File: config.mk
export PLATFORM = sky130hd
export DESIGN_NAME = lsu_dm
export DESIGN_NICKNAME = d
export VERILOG_FILES = /design/src/rtl/lsu_dm.sv
export SDC_FILE = /design/constraint.sdc
export NUM_CORES = 1
export LEC_CHECK = 0
export ABC_CLOCK_PERIOD_IN_PS = 3750
export BUFFER_PORTS_ARGS = -buffer_cell sky130_fd_sc_hd__buf_2
export CAP_MARGIN = 10
export CORE_MARGIN = 2
export CORE_UTILIZATION = 55
export CTS_BUF_LIST = sky130_fd_sc_hd__clkbuf_4
export DETAILED_ROUTE_END_ITERATION = 7
export GPL_TIMING_DRIVEN = 0
export HOLD_SLACK_MARGIN = 0.12
export PLACE_DENSITY = 0.95
export REMOVE_ABC_BUFFERS = 1
export SKIP_LAST_GASP = 1
export SLEW_MARGIN = 15
export SYNTH_ARGS = -nofsm -noshare
export SYNTH_HDL_FRONTEND = slang
export SYNTH_SLANG_ARGS = --single-unit
File: constraint.sdc
create_clock -name clk -period 3.75 [get_ports clk]
set_input_delay 0.1875 -clock clk [delete_from_list [all_inputs] [get_ports clk]]
set_output_delay 0.1875 -clock clk [all_outputs]
set_load 0.005 [all_outputs]
File: src/rtl/lsu_dm.sv
// ============================================================================
//  Module   : lsu_dm
//  Brief    : Load/store unit between execute and the main_mem data port.
//  Revision : 1.0  initial release
// ============================================================================
`default_nettype none

module lsu_dm (
    input  logic        clk,
    input  logic        i_rst,
    input  logic        i_req_valid,
    output logic        o_req_ready,
    input  logic        i_req_store,
    input  logic [1:0]  i_req_size,
    input  logic        i_req_unsigned,
    input  logic [31:0] i_req_addr,
    input  logic [31:0] i_req_wdata,
    input  logic [4:0]  i_req_rd,
    output logic        o_dm_ren,
    output logic        o_dm_wen,
    output logic [3:0]  o_dm_ben,
    output logic [13:0] o_dm_addr,
    output logic [31:0] o_dm_wdata,
    input  logic [31:0] i_dm_rdata,
    input  logic        i_mem_ready,
    output logic        o_rsp_valid,
    output logic        o_rsp_we,
    output logic [4:0]  o_rsp_rd,
    output logic [31:0] o_rsp_data,
    output logic [1:0]  o_rsp_fault
);

    typedef enum logic [1:0] {
        S_IDLE  = 2'd0,
        S_ISSUE = 2'd1,
        S_WAIT  = 2'd2,
        S_RESP  = 2'd3
    } state_t;

    state_t      state_q;
    logic        store_q;
    logic [1:0]  size_q;
    logic        uns_q;
    logic [1:0]  off_q;
    logic [4:0]  rd_q;
    logic [13:0] dm_addr_q;
    logic [3:0]  dm_ben_q;
    logic [31:0] dm_wdata_q;
    logic        rsp_valid_q;
    logic        rsp_we_q;
    logic [4:0]  rsp_rd_q;
    logic [31:0] rsp_data_q;
    logic [1:0]  rsp_fault_q;

    logic        accept;
    logic [1:0]  fault_d;
    logic [3:0]  ben_d;
    logic [31:0] wdata_d;
    logic [31:0] ld_data_d;
    logic [7:0]  ld_byte;
    logic [15:0] ld_half;

    assign accept = i_req_valid && (state_q == S_IDLE);

    // Fault priority: illegal size, then misalignment, then range.
    always_comb begin
        fault_d = 2'b00;
        if (i_req_size == 2'b11)
            fault_d = 2'b11;
        else if ((i_req_size == 2'b01 && i_req_addr[0]) ||
                 (i_req_size == 2'b10 && i_req_addr[1:0] != 2'b00))
            fault_d = 2'b01;
        else if (i_req_addr[31:16] != 16'h0000)
            fault_d = 2'b10;
    end

    always_comb begin
        ben_d   = 4'b1111;
        wdata_d = i_req_wdata;
        case (i_req_size)
            2'b00: begin
                ben_d   = 4'b0001 << i_req_addr[1:0];
                wdata_d = {4{i_req_wdata[7:0]}};
            end
            2'b01: begin
                ben_d   = i_req_addr[1] ? 4'b1100 : 4'b0011;
                wdata_d = {2{i_req_wdata[15:0]}};
            end
            default: ;
        endcase
    end

    always_comb begin
        ld_byte   = i_dm_rdata[{off_q, 3'b000} +: 8];
        ld_half   = i_dm_rdata[{off_q[1], 4'b0000} +: 16];
        ld_data_d = i_dm_rdata;
        case (size_q)
            2'b00:   ld_data_d = {{24{ld_byte[7] & ~uns_q}}, ld_byte};
            2'b01:   ld_data_d = {{16{ld_half[15] & ~uns_q}}, ld_half};
            default: ;
        endcase
    end

    always_ff @(posedge clk) begin
        if (i_rst) begin
            state_q     <= S_IDLE;
            store_q     <= 1'b0;
            size_q      <= 2'b00;
            uns_q       <= 1'b0;
            off_q       <= 2'b00;
            rd_q        <= 5'd0;
            dm_addr_q   <= 14'd0;
            dm_ben_q    <= 4'd0;
            dm_wdata_q  <= 32'd0;
            rsp_valid_q <= 1'b0;
            rsp_we_q    <= 1'b0;
            rsp_rd_q    <= 5'd0;
            rsp_data_q  <= 32'd0;
            rsp_fault_q <= 2'b00;
        end else begin
            case (state_q)
                S_IDLE: begin
                    if (accept) begin
                        store_q    <= i_req_store;
                        size_q     <= i_req_size;
                        uns_q      <= i_req_unsigned;
                        off_q      <= i_req_addr[1:0];
                        rd_q       <= i_req_rd;
                        dm_addr_q  <= i_req_addr[15:2];
                        dm_ben_q   <= ben_d;
                        dm_wdata_q <= wdata_d;
                        if (fault_d != 2'b00) begin
                            state_q     <= S_RESP;
                            rsp_valid_q <= 1'b1;
                            rsp_we_q    <= 1'b0;
                            rsp_rd_q    <= i_req_rd;
                            rsp_data_q  <= i_req_addr;
                            rsp_fault_q <= fault_d;
                        end else begin
                            state_q <= S_ISSUE;
                        end
                    end
                end
                S_ISSUE: begin
                    if (i_mem_ready) begin
                        if (store_q) begin
                            state_q     <= S_RESP;
                            rsp_valid_q <= 1'b1;
                            rsp_we_q    <= 1'b0;
                            rsp_rd_q    <= rd_q;
                            rsp_data_q  <= 32'd0;
                            rsp_fault_q <= 2'b00;
                        end else begin
                            state_q <= S_WAIT;
                        end
                    end
                end
                S_WAIT: begin
                    state_q     <= S_RESP;
                    rsp_valid_q <= 1'b1;
                    rsp_we_q    <= (rd_q != 5'd0);
                    rsp_rd_q    <= rd_q;
                    rsp_data_q  <= ld_data_d;
                    rsp_fault_q <= 2'b00;
                end
                S_RESP: begin
                    state_q     <= S_IDLE;
                    rsp_valid_q <= 1'b0;
                    rsp_we_q    <= 1'b0;
                    rsp_rd_q    <= 5'd0;
                    rsp_data_q  <= 32'd0;
                    rsp_fault_q <= 2'b00;
                end
                default: state_q <= S_IDLE;
            endcase
        end
    end

    // Strobes stay combinational so a stalled port never sees a request.
    assign o_dm_ren    = (state_q == S_ISSUE) && !store_q && i_mem_ready;
    assign o_dm_wen    = (state_q == S_ISSUE) &&  store_q && i_mem_ready;
    assign o_req_ready = (state_q == S_IDLE);
    assign o_dm_addr   = dm_addr_q;
    assign o_dm_ben    = dm_ben_q;
    assign o_dm_wdata  = dm_wdata_q;
    assign o_rsp_valid = rsp_valid_q;
    assign o_rsp_we    = rsp_we_q;
    assign o_rsp_rd    = rsp_rd_q;
    assign o_rsp_data  = rsp_data_q;
    assign o_rsp_fault = rsp_fault_q;

endmodule

`default_nettype wire

==> metrics.yaml <==
status:
  status: "completed"
cts:
  cts_resized: 0
  clk-insertion-delay-late_ns: 0.46
  clk_pin_slew_ns: 0.18
  tritoncts: "done"
  cts.sinks: 104
  clk_path_buf_depth: 2
  cts_max_level: 3
  cts-root-buf: "clkbuf_4"
  cts_buffers: 9
synthesis:
  async_flop_share_pct: 0
  synth_flop_cell: "dfxtp_1"
  syn_area_um2: 5310
  ys_seq_area_share_pct: 39.2
  netlist_instances: 675
  ys_types: 50
  synth_edf_count: 0
  syn_area_per_cell_um2: 7.87
  synth_seq_cells: 104
  ys_warn_count: 0
worst_hold_path:
  whs_endpoint: "o_rsp_data[19]$_SDFFE_PP0P_"
  hold_class: "input pin to register"
  hold_depth: 3
  worstHoldStart: "i_req_addr[19]"
sta:
  min_period_over_period_pct: 80.8
  fin_tns_setup_ns: 0
  maxSlewViolCount: 0
  finalClockSkew_ns: 0.0239
  tightest_slew_ns: 1.05
  whs_ns: 0.140
  setup_viol: 0
  fmax_mhz: 330
  hold_viol_final: 0
  relSlewSlack_pct: 29.8
  period_needed_ns: 3.03
  rsz0062_at_grt: "false"
finish:
  area_delta_synth_final_pct: 32.8
  final_nets: 1007
  diodes: 0
  utilization_pct: 75.6
  drive_gt1_share_pct: 28.4
critical_path:
  startpoint_type: "register"
  end_kind: "register"
  r2r-end: "o_rsp_data[17]$_SDFFE_PP0P_"
  critPathMaxFanout: 27
  cp.required_ns: 4.14
  reg2reg_from: "state_q[0]$_SDFFE_PP0P_"
  worstRegToRegCells: 8
  path_class: "register to register"
  worstPathArrival_ns: 3.42
  r2r_slack_ns: 0.72
floorplanning:
  initial_utilization_pct: 57.0
  die_w_um: 102
  coreArea_um2: 9330
  std_cell_rows: 35
  die_h_um: 102
  die_area_um2: 10500
  boundaryPins: 203
route:
  avgViaCountPerCell: 5.86
  wire_per_inst_um: 17.7
  routed_wl_um: 18200
  drt.antenna.violating_nets: 0
  drc: 0
  route.vias.total: 6023
  drt-pass1-iter-count: 5
  drtIter0Drc: 434
power_and_ir_drop:
  combPwrFrac_pct: 51.3
  p_sw_share_pct: 43.5
  clkPwrFrac_pct: 13.0
  p_int_uw: 2670
  vdd_ir_drop_max_mv: 0.426
  p_seq_share_pct: 35.7
  p_switching_uw: 2050
  p_per_area_nw_per_um2: 669
  leakage_uw: 0.00316
grt:
  grt_overflow_total: 0
  grt_pass1_vias: 5648
  grt_first_pass_wirelength_um: 28000
  grt_antenna_before_repair: 0
  grt_use_total_pct: 34.0
  grt_max_degree: 78
placement:
  place.gp.congestion: 0.892
  dp_hpwl_um: 11400
  port_buffers: 202
run:
  drv_cap: 0
-- worst max-delay path: stages (launching register included) --
cell	delay [ns]
dfxtp_1	0.45
inv_1	0.09
ha_2	0.38
buf_16	0.25
inv_1	0.58
nand2_1	0.21
a21oi_4	0.49
a221oi_1	0.18
a211oi_1	0.30
-- cell families after synthesis --
group / synth area share, %
compound gates: 24.7
buf+inv: 5.61
flops: 39.2
mux: 6.38
fa+ha+maj: 0.942
simple gates: 23.2
-- placed cells by master (no fill, tap or decap), types with 10 or more instances in the layout --
master	Yosys	layout
a211oi_1	38	38
a21oi_1	61	61
a221oi_2	10	10
a311oi_1	19	19
buf_2	13	201
dfxtp_1	104	104
dlygate4sd3_1	0	59
mux2i_1	23	23
nand2_1	142	141
nand2b_1	25	25
nor2_1	81	81
nor3_1	12	12
o21ai_0	31	31
-- metal layers --
| layer | track usage (%) | share of wire, % | routed length (µm) |
|---|---|---|---|
| met3 | 9.44 | 11 | 2030 |
| met2 | 56.0 | 47 | 8590 |
| met5 | 0 | 0 | 0 |
| met1 | 41.5 | 38 | 6960 |
| met4 | 15.4 | 3.3 | 601 |
-- timing repair --
item / in CTS / in global routing
hold buffers: 59 / 0
hold endpoints to repair: 79 / 0
buffers inserted: 0 / 0
-- state kept, by name, indices dropped and copies added (netlist names), 2 cells and up --
register	count
o_dm_wdata	32
o_rsp_data	32
o_dm_addr	14
o_rsp_rd	5
rd_q	5
o_dm_ben	4
o_rsp_fault	2
off_q	2
size_q	2
state_q	2
-- power groups by stage --
stage / Sequential (µW) / Combinational (µW) / Clock (µW)
3_3_place_gp: 1680 / 2170 / 0
2_1_floorplan: 1710 / 1360 / 0
3_5_place_dp: 1690 / 2290 / 0
4_1_cts: 1670 / 2360 / 624
5_1_grt: 1730 / 2650 / 664
6_report: 1690 / 2420 / 613
-- cell type report --
class                      instances  area [µm²]
clock buffer                       9        67.6
clock inverter                     7        76.3
fill                             625        2270
inverter                           7        26.3
multi-input combinational        507        2940
sequential                       104        2080
tap                              129         161
timing repair buffer             265        1700
-- synth_stat cells, drive strengths merged, types with 2 or more instances --
| cell type | number | share of area, % |
|---|---|---|
| o21ai | 32 | 3.1 |
| nand2b | 25 | 2.9 |
| a211oi | 39 | 5.6 |
| ha | 4 | 0.94 |
| inv | 6 | 0.42 |
| a311oi | 19 | 3.1 |
| clkbuf | 32 | 2.3 |
| or4 | 2 | 0.28 |
| mux2 | 9 | 2.0 |
| buf | 25 | 2.8 |
| nor3 | 13 | 1.3 |
| nor2b | 4 | 0.47 |
| mux2i | 23 | 4.3 |
| a221oi | 15 | 3.7 |
| and3 | 6 | 0.71 |
| a21oi | 63 | 6.2 |
| nand2 | 142 | 10 |
| nor4 | 4 | 0.59 |
| dfxtp | 104 | 39 |
| o211ai | 9 | 1.3 |
| o2111ai | 2 | 0.45 |
| nor2 | 81 | 5.7 |
-- through the flow --
step / area, µm² / power (µW) / instances / worst slack [ns]
after detailed placement: 6320 / 3990 / 953 / 0.854
after global routing: 7050 / 5040 / 1028 / 0.604
after CTS: 7050 / 4650 / 1028 / 0.774
final: 7050 / 4720 / 1028 / 0.721
after floorplan: 5040 / 3070 / 618 / 0.450
after global placement: 6210 / 3850 / 949 / -0.760
-- worst max path at each step --
stage	endpoint	slack (ns)	from	depth (start not counted)
2_1_floorplan	o_dm_wdata[10]$_SDFFE_PP0P_	0.45	state_q[0]$_SDFFE_PP0P_	5
3_5_place_dp	o_rsp_data[17]$_SDFFE_PP0P_	0.85	state_q[0]$_SDFFE_PP0P_	8
5_1_grt	o_rsp_data[17]$_SDFFE_PP0P_	0.60	state_q[0]$_SDFFE_PP0P_	8
4_1_cts	o_rsp_data[17]$_SDFFE_PP0P_	0.77	state_q[0]$_SDFFE_PP0P_	8
6_report	o_rsp_data[17]$_SDFFE_PP0P_	0.72	state_q[0]$_SDFFE_PP0P_	8
3_3_place_gp	o_dm_ben[1]$_SDFFE_PP0P_	-0.76	state_q[1]$_SDFFE_PP0P_	7
(Power assumes the default switching activity.)
